## config.mk

```make
export PLATFORM = sky130hd
export DESIGN_NAME = control_sequencer
export DESIGN_NICKNAME = d
export VERILOG_FILES = /design/src/rtl/control_sequencer.sv
export SDC_FILE = /design/constraint.sdc
export NUM_CORES = 1
export LEC_CHECK = 0
export ABC_CLOCK_PERIOD_IN_PS = 2300
export CORE_ASPECT_RATIO = 0.7
export CORE_MARGIN = 3
export CORE_UTILIZATION = 25
export DETAILED_ROUTE_END_ITERATION = 16
export PLACE_DENSITY_LB_ADDON = 0.05
export SETUP_SLACK_MARGIN = 0.15
export SLEW_MARGIN = 20
export SYNTH_ARGS = -nofsm -noshare
export SYNTH_HDL_FRONTEND = slang
export SYNTH_SLANG_ARGS = --single-unit
export TNS_END_PERCENT = 5
```

## constraint.sdc

```tcl
create_clock -name clk -period 2.3 [get_ports clk]
set_input_delay 0.345 -clock clk [delete_from_list [all_inputs] [get_ports clk]]
set_output_delay 0.345 -clock clk [all_outputs]
set_load 0.05 [all_outputs]
```

## src/rtl/control_sequencer.sv

```systemverilog
// Six-T-state controller for the 8-bit bus CPU: one-hot T-state ring plus
// combinational strobe decode of the current state and the IR opcode nibble.
module control_sequencer (
  input  logic       clk,
  input  logic       rst_n,
  input  logic [3:0] opcode,
  output logic       cp,
  output logic       ep,
  output logic       lm_n,
  output logic       ce_n,
  output logic       li_n,
  output logic       ei_n,
  output logic       la_n,
  output logic       ea,
  output logic       su,
  output logic       eu,
  output logic       lb_n,
  output logic       lo_n,
  output logic [5:0] tstate,
  output logic       halted
);

  localparam logic [3:0] OP_LDA = 4'h0;
  localparam logic [3:0] OP_ADD = 4'h1;
  localparam logic [3:0] OP_SUB = 4'h2;
  localparam logic [3:0] OP_OUT = 4'hE;
  localparam logic [3:0] OP_HLT = 4'hF;

  typedef enum logic [5:0] {
    T1 = 6'b000001,
    T2 = 6'b000010,
    T3 = 6'b000100,
    T4 = 6'b001000,
    T5 = 6'b010000,
    T6 = 6'b100000
  } state_t;

  state_t state;

  always_ff @(posedge clk) begin
    if (!rst_n) begin
      state  <= T1;
      halted <= 1'b0;
    end else if (!halted) begin
      // HLT freezes the ring in T4 until the next reset
      if (state == T4 && opcode == OP_HLT) begin
        halted <= 1'b1;
      end else begin
        case (state)
          T1:      state <= T2;
          T2:      state <= T3;
          T3:      state <= T4;
          T4:      state <= T5;
          T5:      state <= T6;
          T6:      state <= T1;
          default: state <= T1;
        endcase
      end
    end
  end

  assign tstate = state;

  always_comb begin
    cp   = 1'b0;
    ep   = 1'b0;
    lm_n = 1'b1;
    ce_n = 1'b1;
    li_n = 1'b1;
    ei_n = 1'b1;
    la_n = 1'b1;
    ea   = 1'b0;
    su   = 1'b0;
    eu   = 1'b0;
    lb_n = 1'b1;
    lo_n = 1'b1;
    // Reset and halt both hold every strobe at its inactive level
    if (rst_n && !halted) begin
      case (state)
        T1: begin
          ep   = 1'b1;
          lm_n = 1'b0;
        end
        T2: cp = 1'b1;
        T3: begin
          ce_n = 1'b0;
          li_n = 1'b0;
        end
        T4: begin
          if (opcode == OP_LDA || opcode == OP_ADD || opcode == OP_SUB) begin
            ei_n = 1'b0;
            lm_n = 1'b0;
          end else if (opcode == OP_OUT) begin
            ea   = 1'b1;
            lo_n = 1'b0;
          end
        end
        T5: begin
          if (opcode == OP_LDA) begin
            ce_n = 1'b0;
            la_n = 1'b0;
          end else if (opcode == OP_ADD || opcode == OP_SUB) begin
            ce_n = 1'b0;
            lb_n = 1'b0;
          end
        end
        T6: begin
          if (opcode == OP_ADD || opcode == OP_SUB) begin
            eu   = 1'b1;
            la_n = 1'b0;
            su   = (opcode == OP_SUB);
          end
        end
        default: ;
      endcase
    end
  end

endmodule

```

==> impl_summary.log, run 1 <==
[metrics] number of standard cells after synthesis: 62
[metrics] Cell Chain, Critical Path: or4_4 -> or3_4 -> nor4b_4 -> buf_12
[metrics] Placeable Area: 0.00195 mm²
[metrics] Clock Root Buffer: clkbuf_4
[metrics] DRC violations left: 0
[metrics] die area: 0.00278 mm²
[metrics] share of synthesized flip-flops with an asynchronous set or reset: 0%
[metrics] vias in the first global route: 614
[metrics] GRT Overall Usage: 15.3%
[metrics] Critical Path Sink Type: output port
[metrics] Finish-stage setup viols: 1
[metrics] setup repair after global routing missed its margin: true
[metrics] Pwr Density: 417 mW/mm²
[metrics] clock period minus worst slack: 2.36 ns
[metrics] highest ir drop seen on vdd: 0.279 mV
[metrics] largest incremental delay on the critical path: 0.56 ns
[metrics] hold violation count in the final report: 0
[metrics] netlist area before placement: 544 µm²
[metrics] Fmax: 423 MHz
[metrics] number of storage elements in the synthesis netlist: 7
[metrics] routability congestion estimate from global placement: 0.737
[metrics] # H-tree levels: 1
[metrics] width of the die: 61.8 µm
[metrics] initial antenna violation count: 0
[metrics] total number of placement rows: 13
[metrics] Total Power: 0.000433 W
[metrics] worst-case register-to-register setup slack: 0.69 ns
[metrics] Post-layout nets: 105
[metrics] number of sinks handled by clock tree synthesis: 7
[metrics] average wire per cell in the routed design: 15.4 µm
[metrics] Worst Setup SP: tstate[4]
[metrics] Maximum Capacitance Violations: 0
[metrics] reg-to-reg critical path endpoint: tstate[1]
[metrics] Syn-to-layout area delta: 90.6%
[metrics] Yosys warnings: 0
[metrics] WP data required: 1.96 ns
[metrics] top-level port count: 25
[metrics] Hold Crit Class: input port to flip-flop
[metrics] number of input and output port buffers inserted: 24
[metrics] number of distinct library cells after synthesis: 40
[metrics] total number of cells along the worst setup path: 4
[metrics] clock transition at the register clock pins on the worst setup and hold paths after CTS: 0.05 ns
[metrics] Worst R2R Start: tstate[4]
[metrics] final routed wirelength across all metal layers: 1.85 mm
[metrics] post-synthesis sequential area ratio: 25.7%
[metrics] transition time of the tightest slew-check pin: 0.498 ns
[metrics] share of the clock period used by the worst path: 103%
[metrics] capturing element of the worst setup path: su
[metrics] Layout Utilization: 53.1%
[metrics] routed via count: 656
[metrics] static leakage: 0.405 nW
[metrics] maximum clock path buffer count: 2
[metrics] hold buffers post-CTS: 0
[metrics] Worst Path Buf+Inv: 1
[metrics] clock network latency to the later pin of the worst-skew pair: 0.26 ns
[metrics] library cell with the highest instance count after synthesis: dfxtp_1
[metrics] proportion of netlist area held by the largest area contributor: 25.7%
[metrics] maximum fanout encountered on the critical timing path: 8
[metrics] Overflow after GRT: 0
[metrics] top flip-flop cell by instance count after synthesis: dfxtp_1
[metrics] layout cell share with drive strength beyond 1: 51.0%
[metrics] maximum number of pins on one net before global-route repair: 11
[metrics] pre-CTS WS: -0.122 ns
[metrics] main area contributors after synthesis: dfxtp_1 (26%), or4b_2 (5.5%), nor4b_4 (4.4%), o21bai_1 (4.1%), a21oi_1 (2.8%)
[metrics] total negative setup slack: -0.0626 ns
[metrics] Area after DPL: 965 µm²
[metrics] global-route wire length before repair: 3.07 mm
[metrics] delay-heaviest family, CP: simple AND/OR/NAND/NOR gates
[metrics] number of flops mapped to enable cells by yosys: 0
[metrics] FF-to-FF path depth: 3
[metrics] Die Y-Extent: 45.0 µm
[metrics] max-slew violation total from the final report: 0
[metrics] sort of element at the start of the critical path: flip-flop
[metrics] largest area contributor in the netlist: dfxtp_1
[metrics] violations in the final reports: setup timing
[metrics] total inserted antenna cells: 0
[metrics] initial cell density of the core: 27.9%
[metrics] slowest cell on the critical path: or4_4
[metrics] Data arrival, critical path: 2.02 ns
[metrics] Post-Layout Inst Area: 0.00104 mm²
[metrics] buffer count from post-CTS setup fixing: 0
[metrics] 1st-pass router iterations: 4
[metrics] CTS tree: yes
[metrics] critical path start-end classification: flip-flop to output port
[metrics] status: finished, violations left
[metrics] Worst Hold Launch: rst_n
[metrics] Via-to-Cell Ratio: 5.47
[metrics] detailed placement HPWL: 1.48 mm
[metrics] commonest cells in the synthesized netlist: dfxtp_1 (7), nor2_1 (4)
[metrics] mean instance size in the synthesized netlist: 8.78 µm²
[metrics] worst rel slew slack: 66.7%
[metrics] number of nets still failing antenna checks after routing: 0
[metrics] Mapped Nets: 68
[metrics] total CTS buffers: 3
[metrics] starting DRC count in detailed routing: 30
[metrics] post-layout worst setup margin: -0.0626 ns
[metrics] Post-Route Skew: 0.00192 ns
worst min-delay path by stage:
| stage | endpoint | slack, ns | cells past startpoint |
|---|---|---|---|
| 6_report | tstate[0] | 0.48 | 3 |
| 5_1_grt | tstate[0] | 0.52 | 3 |
| 4_1_cts | tstate[1] | 0.53 | 2 |
| 3_5_place_dp | tstate[1] | 0.52 | 2 |
| 3_3_place_gp | tstate[1] | 0.52 | 2 |
| 2_1_floorplan | tstate[4] | 0.59 | 2 |
registers in the layout, indices dropped and copies added (netlist names):
signal	flops
halted	1
tstate	6
cell type report:
| cell class | instances | area [µm²] |
|---|---|---|
| fill | 189 | 915 |
| inverter | 2 | 7.51 |
| sequential | 7 | 150 |
| multi-input combinational | 51 | 457 |
| clock buffer | 4 | 26.3 |
| tap | 22 | 27.5 |
| timing repair buffer | 34 | 369 |
repair_timing:
action / CTS / global route
pin swaps: 3 / 1
gates resized for setup: 11 / 6
setup endpoints to repair: 11 / 11
per-layer routing:
| metal | vias up | GRT usage, % | routed length, µm |
|---|---|---|---|
| met5 | - | 0 | 0 |
| met4 | 0 | 2.54 | 0 |
| met3 | 0 | 6.86 | 123 |
| met2 | 20 | 19.6 | 802 |
| met1 | 315 | 23.4 | 926 |
| li1 | 321 | - | - |
cell families after synthesis:
logic type             Yosys count  synth area share, %
AO/OA/AOI/OAI                   17                 22.3
flip-flops                       7                 25.7
buffers and inverters            4                 4.83
AND/OR/NAND/NOR                 33                 45.5
XOR/XNOR                         1                 1.61
report_power, final:
group / internal (W) / leakage [nW] / switching [W] / total [W]
Clock: 0.0000664 / 0.0150 / 0.0000491 / 0.000116
Combinational: 0.0000747 / 0.331 / 0.0000972 / 0.000172
Sequential: 0.000130 / 0.0587 / 0.0000158 / 0.000145
per-stage QoR:
step,hold slack [ns],instances
floorplan,0.595,62
detailed placement,0.522,116
CTS,0.533,120
global route,0.519,120
finish,0.483,120
global placement,0.518,116
cell usage in the layout (no fill, tap or decap), types with 2 or more instances in the layout:
cell and instances:
buf_12 5, buf_4 13, buf_6 3, clkbuf_4 3
clkdlybuf4s50_1 8, dfxtp_1 3, dfxtp_2 2, dfxtp_4 2
dlygate4sd2_1 2, dlymetal6s2s_1 2, inv_1 2, nand2_1 2
nand3_1 3, nor2_1 2, nor3b_1 2, nor4_1 2
o21bai_1 3, or4b_2 2
tightest hold or removal path, cell delays in order:
cell and delay, ns:
dlymetal6s2s_1 0.10, buf_4 0.16, a22oi_1 0.08
Note: power is estimated with default switching activity, not from simulation.
==> run 2, diff against run 1 <==
CELL_PAD_IN_SITES_DETAIL_PLACEMENT = 1   (was not set)
CELL_PAD_IN_SITES_GLOBAL_PLACEMENT = 1   (was not set)
==> run 2 against run 1 <==
Against the previous run:
- the run still ends with setup timing left
- via count is 1.5% higher
- die area did not move
- clock-buffer cell count fell by 1
- clock power is 3% higher
- sequential cell count unchanged
- worst hold slack gained 0.055 ns
==> impl_summary.log, run 2 (synthesized netlist as in run 1, its figures left out) <==
[metrics] status: finished, violations left
[metrics] violations in the final reports: setup timing
[metrics] buffer count from post-CTS setup fixing: 0 (unchanged)
[metrics] Overflow after GRT: 0 (unchanged)
[metrics] Worst Path Buf+Inv: 1 (unchanged)
[metrics] Largest register FFs: 6 (unchanged)
[metrics] die area: 0.00278 mm² (unchanged)
[metrics] Clock Root Buffer: clkbuf_4
[metrics] # H-tree levels: 1 (unchanged)
[metrics] slowest cell on the critical path: or4_4
[metrics] worst hold margin: 0.538 ns (+0.0554 ns)
[metrics] static leakage: 0.395 nW (-2.5%)
[metrics] maximum number of pins on one net before global-route repair: 11 (unchanged)
[metrics] Hold Crit Class: flip-flop to flip-flop
[metrics] maximum fanout encountered on the critical timing path: 8 (unchanged)
[metrics] final routed wirelength across all metal layers: 2.11 mm (+14%)
[metrics] number of sinks handled by clock tree synthesis: 7 (unchanged)
[metrics] critical path start-end classification: flip-flop to output port
[metrics] sort of element at the start of the critical path: flip-flop
[metrics] maximum clock path buffer count: 2 (unchanged)
[metrics] Layout Utilization: 53.3% (+0.13 points)
[metrics] global-route wire length before repair: 3.47 mm (+13%)
[metrics] CTS tree: yes
[metrics] detailed placement HPWL: 1.65 mm (+12%)
[metrics] total CTS buffers: 3 (unchanged)
[metrics] Critical Path Sink Type: output port
[metrics] Pwr Density: 422 mW/mm² (+1.2%)
[metrics] worst rel slew slack: 66.9% (+0.17 points)
[metrics] average wire per cell in the routed design: 17.5 µm (+13%)
[metrics] total inserted antenna cells: 0 (unchanged)
[metrics] largest incremental delay on the critical path: 0.55 ns (about the same)
[metrics] number of nets still failing antenna checks after routing: 0 (unchanged)
[metrics] Syn-to-layout area delta: 91.0%
[metrics] width of the die: 61.8 µm (unchanged)
[metrics] Post-Route Skew: 0.00434 ns (+0.00243 ns)
[metrics] Die Y-Extent: 45.0 µm (unchanged)
[metrics] Area after DPL: 972 µm² (+0.78%)
[metrics] routed via count: 666 (+1.5%)
[metrics] max-slew violation total from the final report: 0 (unchanged)
[metrics] total number of placement rows: 13 (unchanged)
[metrics] GRT Overall Usage: 17.7% (+2.3 points)
[metrics] routability congestion estimate from global placement: 0.771 (+4.6%)
[metrics] Placeable Area: 0.00195 mm² (unchanged)
[metrics] Fmax: 421 MHz (-0.55%)
[metrics] Post-Layout Inst Area: 0.00104 mm² (+0.24%)
[metrics] hold buffers post-CTS: 0 (unchanged)
[metrics] most frequent cells in the layout: buf_4 (14), clkdlybuf4s50_1 (9), buf_12 (5)
[metrics] hold violation count in the final report: 0 (unchanged)
[metrics] clock transition at the register clock pins on the worst setup and hold paths after CTS: 0.06 ns (about the same)
[metrics] initial antenna violation count: 0 (unchanged)
[metrics] clock period minus worst slack: 2.38 ns (+0.0131 ns)
[metrics] clock network latency to the later pin of the worst-skew pair: 0.26 ns (about the same)
[metrics] number of input and output port buffers inserted: 24 (unchanged)
[metrics] Finish-stage setup viols: 2 (+1)
[metrics] Via-to-Cell Ratio: 5.50 (+0.69%)
[metrics] Post-layout nets: 106 (+0.95%)
[metrics] total negative setup slack: -0.0943 ns (-0.0317 ns)
[metrics] WP data required: 1.96 ns (about the same)
[metrics] starting DRC count in detailed routing: 23 (-23%)
[metrics] Data arrival, critical path: 2.03 ns (about the same)
[metrics] top-level port count: 25 (unchanged)
[metrics] transition time of the tightest slew-check pin: 0.495 ns (-0.00260 ns)
[metrics] 1st-pass router iterations: 5 (+1)
[metrics] highest ir drop seen on vdd: 0.294 mV (+5.5%)
[metrics] DRC violations left: 0 (unchanged)
[metrics] delay-heaviest family, CP: simple AND/OR/NAND/NOR gates
[metrics] share of the clock period used by the worst path: 103% (+0.57 points)
[metrics] Cell Chain, Critical Path: or4_4 -> or3_4 -> nor4b_4 -> buf_12
[metrics] most common cell after layout, fill and taps aside: buf_4
[metrics] post-layout worst setup margin: -0.0757 ns (-0.0131 ns)
[metrics] Maximum Capacitance Violations: 0 (unchanged)
[metrics] initial cell density of the core: 27.9% (unchanged)
[metrics] layout cell share with drive strength beyond 1: 52.5% (+1.5 points)
[metrics] vias in the first global route: 702 (+14%)
[metrics] setup repair after global routing missed its margin: true
[run 2: timing repair]
| item | CTS | global route |
|---|---|---|
| pin swaps | 3 | 0 |
| gates resized for setup | 12 | 5 |
| gates cloned | 0 | 0 |
| setup endpoints to repair | 10 | 9 |
[run 2: cell type report]
| type | count | area [µm²] |
|---|---|---|
| Timing Repair Buffer | 35 | 370 |
| Multi-Input combinational cell | 51 | 457 |
| Tap cell | 22 | 27.5 |
| Fill cell | 221 | 912 |
| Inverter | 2 | 7.51 |
| Sequential cell | 7 | 150 |
| Clock buffer | 3 | 22.5 |
| Clock inverter | 1 | 5.00 |
[run 2: worst reg2reg max path: stages, from the launching register on]
cell and delay (ns):
dfxtp_4 0.37, or4b_2 0.73, nor3_4 0.30, o21bai_1 0.16
[run 2: path summary, 6_finish.rpt]
kind	start	end	slack [ns]	depth (start not counted)
max reg2reg	tstate[4]	tstate[1]	0.67	3
max	tstate[4]	su	-0.08	4
min reg2reg	tstate[2]	tstate[2]	0.54	2
min	tstate[2]	tstate[2]	0.54	2
[run 2: through the flow]
step           total power (W)  cells  setup slack, ns
6_report              0.000439    121          -0.0757
5_1_grt               0.000465    121           -0.160
3_5_place_dp          0.000321    117           -0.114
4_1_cts               0.000443    121          -0.0904
3_3_place_gp          0.000318    117          -0.0572
2_1_floorplan         0.000247     62           0.0148
[run 2: metal layers]
layer  wire, µm  global-route usage, %  up-vias
met5          0                      0        -
met4         21                   4.66        0
met3        106                   5.71        2
met2       1040                   29.2       20
met1        948                   22.1      325
li1           -                      -      319
[run 2: where the power goes]
part	total, W	switching [W]	leakage, nW	internal [W]
sequential	0.000146	0.0000167	0.0587	0.000130
combinational	0.000173	0.0000978	0.319	0.0000750
clock	0.000120	0.0000558	0.0177	0.0000641
total	0.000439	0.000170	0.395	0.000269
==> run 3, diff against run 2 <==
SLEW_MARGIN = not set   (was 20)
==> results of run 3 <==
Same layout as run 2: the final DEF is identical, and so are final timing and power.
